--- src/rtl/sev_seg_scan_ctrl.sv ---
// sev_seg_scan_ctrl
// Time-multiplexed seven-segment scan controller for NUM_DIGITS digits.
// Digit values, decimal points and digit enables are captured into shadow
// registers on a load strobe. Each digit dwells for 2^REFRESH_LOG2 cycles.
// Within the dwell, the anode is held off for the first cycle so adjacent
// digits never overlap. A PWM window selected by 'bright' gates the rest of
// the dwell. A one-cycle 'frame' pulse marks every wrap back to digit 0.
// seg, dp and an are registered, so they show last cycle's scan state.
//
// Optional feature: define SEV_SEG_LZB_EN to build leading-zero blanking,
// which is then controlled by 'blank_zero'. When the macro is undefined,
// 'blank_zero' is ignored.

module sev_seg_scan_ctrl #(
    parameter int NUM_DIGITS   = 8,
    parameter int REFRESH_LOG2 = 17,
    parameter int BRIGHT_W     = 3
) (
    input  logic                    clk,
    input  logic                    resetn,
    input  logic                    load,
    input  logic [4*NUM_DIGITS-1:0] digits_in,
    input  logic [NUM_DIGITS-1:0]   dp_in,
    input  logic [NUM_DIGITS-1:0]   en_in,
    input  logic [BRIGHT_W-1:0]     bright,
    input  logic                    blank_zero,
    output logic [6:0]              seg,
    output logic                    dp,
    output logic [NUM_DIGITS-1:0]   an,
    output logic                    frame
);

    localparam int IDX_W = $clog2(NUM_DIGITS);
    localparam logic [IDX_W-1:0] LAST_IDX = IDX_W'(NUM_DIGITS - 1);

    logic [4*NUM_DIGITS-1:0] sh_digits;
    logic [NUM_DIGITS-1:0]   sh_dp;
    logic [NUM_DIGITS-1:0]   sh_en;

    logic [REFRESH_LOG2-1:0] cnt;
    logic [IDX_W-1:0]        idx;

    logic [NUM_DIGITS-1:0]   blank;
    logic [3:0]              cur_nibble;
    logic [6:0]              seg_dec;
    logic                    lit;
    logic [NUM_DIGITS-1:0]   an_next;
    logic [6:0]              seg_next;
    logic                    dp_next;

    // Shadow registers: all three update together on the load strobe only
    always_ff @(posedge clk or negedge resetn) begin
        if (!resetn) begin
            sh_digits <= '0;
            sh_dp     <= '0;
            sh_en     <= '0;
        end else if (load) begin
            sh_digits <= digits_in;
            sh_dp     <= dp_in;
            sh_en     <= en_in;
        end
    end

    // Dwell counter and digit index; frame flags the cycle idx returns to 0
    always_ff @(posedge clk or negedge resetn) begin
        if (!resetn) begin
            cnt   <= '0;
            idx   <= '0;
            frame <= 1'b0;
        end else begin
            cnt   <= cnt + 1'b1;
            frame <= (&cnt) && (idx == LAST_IDX);
            if (&cnt) begin
                if (idx == LAST_IDX) begin
                    idx <= '0;
                end else begin
                    idx <= idx + 1'b1;
                end
            end
        end
    end

`ifdef SEV_SEG_LZB_EN
    logic zero_from_top;

    // Blank digit k (k >= 1) when it and every digit above it hold zero
    always_comb begin
        blank         = '0;
        zero_from_top = 1'b1;
        for (int k = NUM_DIGITS - 1; k >= 1; k--) begin
            zero_from_top = zero_from_top & (sh_digits[4*k +: 4] == 4'h0);
            blank[k]      = blank_zero & zero_from_top;
        end
    end
`else
    logic unused_blank_zero;

    assign unused_blank_zero = blank_zero;
    assign blank             = '0;
`endif

    // Hex to active-low segment decode of the currently selected digit
    always_comb begin
        cur_nibble = sh_digits[{idx, 2'b00} +: 4];
        seg_dec    = 7'h7F;
        case (cur_nibble)
            4'h0: seg_dec = 7'h40;
            4'h1: seg_dec = 7'h79;
            4'h2: seg_dec = 7'h24;
            4'h3: seg_dec = 7'h30;
            4'h4: seg_dec = 7'h19;
            4'h5: seg_dec = 7'h12;
            4'h6: seg_dec = 7'h02;
            4'h7: seg_dec = 7'h78;
            4'h8: seg_dec = 7'h00;
            4'h9: seg_dec = 7'h10;
            4'hA: seg_dec = 7'h08;
            4'hB: seg_dec = 7'h03;
            4'hC: seg_dec = 7'h46;
            4'hD: seg_dec = 7'h21;
            4'hE: seg_dec = 7'h06;
            4'hF: seg_dec = 7'h0E;
            default: seg_dec = 7'h7F;
        endcase
    end

    // Anode gating: enabled, past the dead cycle, inside the PWM window, not blanked
    always_comb begin
        lit = sh_en[idx]
              && (cnt != '0)
              && (cnt[REFRESH_LOG2-1 -: BRIGHT_W] <= bright)
              && !blank[idx];

        an_next  = '1;
        seg_next = 7'h7F;
        dp_next  = 1'b1;
        if (lit) begin
            an_next[idx] = 1'b0;
            seg_next     = seg_dec;
            dp_next      = ~sh_dp[idx];
        end
    end

    // Registered pin drivers, all off in reset
    always_ff @(posedge clk or negedge resetn) begin
        if (!resetn) begin
            seg <= 7'h7F;
            dp  <= 1'b1;
            an  <= '1;
        end else begin
            seg <= seg_next;
            dp  <= dp_next;
            an  <= an_next;
        end
    end

endmodule

--- config.mk ---
export PLATFORM = sky130hd
export DESIGN_NAME = sev_seg_scan_ctrl
export DESIGN_NICKNAME = d
export VERILOG_FILES = /design/src/rtl/sev_seg_scan_ctrl.sv
export SDC_FILE = /design/constraint.sdc
export NUM_CORES = 1
export LEC_CHECK = 0
export ABC_AREA = 1
export BUFFER_PORTS_ARGS = -buffer_cell sky130_fd_sc_hd__buf_2
export CORE_UTILIZATION = 45
export CTS_BUF_LIST = sky130_fd_sc_hd__clkbuf_8
export DETAILED_ROUTE_END_ITERATION = 12
export GPL_ROUTABILITY_DRIVEN = 0
export PLACE_DENSITY = 0.73
export REMOVE_ABC_BUFFERS = 1
export SLEW_MARGIN = 25
export SYNTH_ARGS = -nofsm -noshare
export SYNTH_HDL_FRONTEND = slang
export SYNTH_SLANG_ARGS = --single-unit
export TNS_END_PERCENT = 5
--- constraint.sdc ---
create_clock -name clk -period 2 [get_ports clk]
set_clock_uncertainty 0.05 [all_clocks]
set_input_delay 0.2 -clock clk [delete_from_list [all_inputs] [get_ports clk]]
set_output_delay 0.2 -clock clk [all_outputs]
set_load 0.1 [all_outputs]
==> impl_metrics.yaml <==
detailed_routing:
  vias_per_cell: 4.92
  drt_pass1_iterations: 8
  wl_per_cell_um: 13.2
  drt_iter0_drc: 147
  antenna_left: 0
  drc: 0
  routed_wl_mm: 9.17
  vias: 3410
sta:
  worst_pin_slew_ns: 0.491
  post-route-period-util_pct: 95.6
  fmax_ghz: 0.523
  whs_ns: -0.00281
  rsz0062_at_grt: "true"
  tns_ns: 0
  setup_viol: 0
  drv_slew: 0
  finalHoldViolCount: 3
  maxSlewHeadroom_pct: 67.5
  fin_crit_ns: 1.91
worst_setup_path:
  startpoint_type: "flop"
  rr_worst_depth: 13
  arrival_ns: 2.17
  crit_top_cell: "nand2_1"
  crit_fanout: 6
  cp-end-kind: "flop"
  slowest_delay_ns: 0.49
  crit-reg2reg-launch: "idx[0]"
  r2r_slack_ns: 0.09
  path_cells: "clkinv_4 -> buf_4 -> nand2_1 -> nand2_1 -> nand2_1 -> nand2_1 -> nand2_1 -> nand2_2 -> buf_4 -> ha_1 -> a21oi_1 -> nand2_1 -> nand2_1"
  worstSetupPathType: "flop to flop"
  cp.required_ns: 2.26
  cp_num_buf_inv: 3
  critPathTopFamily: "simple AND/OR/NAND/NOR gates"
  rr_endpoint: "seg[4]"
  slowest_stage: "dfrtp_2"
synthesis:
  syn_avg_cell_area_um2: 8.95
  synthCells: 474
  ys_types: 31
  synth_warnings: 0
  yosys_register_bits: 85
  netlist_area_um2: 4240
  synth-seq-area-share_pct: 50.6
placed_design:
  port-buffer-count: 70
  place_hpwl_mm: 6.51
  place_inst: 657
worst_hold_path:
  worstHoldStart: "digits_in[14]"
  hold_end: "sh_digits[14]"
  hold_depth: 3
  min_path_type: "primary input to flop"
status:
  violations: "negative hold slack"
  outcome: "finished, violations left"
die:
  dieArea_um2: 9820
  die_w_um: 99.1
  die_y_um: 99.1
  core-area_um2: 9200
  pin_count: 72
  core.rowCount: 35
  start_util_pct: 46.1
cts:
  cts_root_buf: "clkbuf_8"
  numCtsBuffers: 9
  cts_buffer_depth: 2
  clk_latency_ns: 0.36
  clock_sinks: 85
  clkTransAtPathRegs_ns: 0.09
  htree_levels: 3
  cts_tree: "done"
layout:
  nets: 645
  fillers: 793
  final_common_cell: "nand2_1"
  drive_gt1_share_pct: 34.2
  finalNonFillerCells: 693
  area_growth_pct: 24.6
  final_cell_mix: "nand2_1, buf_2, dfrtp_1, inv_1, nor2_1"
  n_antenna_cell: 0
global_routing:
  grt_start_max_net_pins: 42
  grt_pass1_wl_mm: 15.5
  grt_pass1_vias: 3488
  grt_antenna_before_repair: 0
  grt_usage_pct: 19.9
  overflow: 0
run:
  drv_cap: 0
power_and_ir_drop:
  powerDensity_nw_per_um2: 761
  vdd_drop_max_mv: 0.314
  leakage_nw: 2.67
==> per-stage QoR <==
stage / util, % / setup WS (ns) / power (mW) / instance area [µm²]
after global routing: 57.5 / -0.0499 / 4.19 / 5290
after floorplan: - / -0.184 / 2.32 / 4140
after detailed placement: 52.0 / 0.0674 / 2.53 / 4780
after CTS: 55.6 / 0.0264 / 4.02 / 5110
after global placement: 52.0 / 0.148 / 2.51 / 4780
final: 57.5 / 0.0880 / 4.03 / 5290
==> cell usage after synthesis, drive strengths merged <==
library cell    n  share of area [%]
inv            50                4.4
o21ai          29                3.4
dfstp          16                9.9
buf            11                2.2
clkbuf          4               0.35
nor2           38                4.2
nand4           3               0.44
ha             13                3.8
xor2            9                1.9
mux2           28                7.4
clkinv          1              0.088
nand2         159                 15
nand3b          1               0.18
dfrtp          69                 41
nor3            3               0.47
a21oi           4               0.47
nand3          32                4.5
xnor2           3               0.62
nor4            1               0.15
==> worst register-to-register path, cell delays in order (launching register included) <==
cell and delay [ns]:
dfrtp_2 0.49, clkinv_4 0.12, buf_4 0.16, nand2_1 0.05
nand2_1 0.05, nand2_1 0.06, nand2_1 0.05, nand2_1 0.08
nand2_2 0.10, buf_4 0.15, ha_1 0.22, a21oi_1 0.17
nand2_1 0.07, nand2_1 0.07
==> flip-flops by register name, indices dropped and copies added (netlist names) <==
name and count:
sh_digits 32, cnt 17, an 8, sh_dp 8, sh_en 8, seg 7, idx 3, dp 1
frame 1
==> how the worst max path moves through the flow <==
stage	cells past startpoint	startpoint	end
6_report	13	idx[0]	seg[4]
5_1_grt	14	idx[0]	seg[0]
4_1_cts	12	idx[0]	seg[0]
3_5_place_dp	13	idx[0]	seg[3]
3_3_place_gp	13	idx[0]	seg[3]
2_1_floorplan	14	idx[0]	seg[3]
==> per-layer routing <==
metal  vias up  global-route usage, %  routed length, µm
met5         -                      0                  0
met4         0                   8.60                201
met3        20                   3.02                282
met2        78                   33.7               4520
met1      1620                   25.5               4170
li1       1692                      -                  -
==> final cells by class <==
type	instances	area [µm²]	area share, %
multi-input combinational	323	1850	34.9
sequential	85	2150	40.6
clock inverter	7	120	2.27
clock buffer	9	124	2.34
timing repair buffer	107	712	13.5
tap	111	139	2.63
inverter	51	199	3.76
==> power by group <==
part	leakage (nW)	internal, mW	switching (mW)
Clock	0.120	0.836	0.651
Combinational	1.53	0.230	0.418
Sequential	1.02	1.85	0.0461
==> cells by family (layout without fill, tap and decap cells) <==
group                      after synthesis  count (layout)  share of synthesized area, %
and+or+nand+nor                        237             237                          24.7
xor gates and xnor gates                12              12                          2.48
adders and majority gates               13              13                          3.83
DFF                                     85              85                          50.6
muxes                                   28              28                          7.43
buffers and inverters                   66             174                          7.08
AOI/OAI and AO/OA                       33              33                          3.89
==> repair_timing <==
item	in CTS	in global routing
gates resized for setup	0	27
setup buffers	0	10
setup endpoints to repair	0	12
hold endpoints to repair	63	0
hold buffers	9	0
No activity file was read; power rests on OpenSTA's default activity.
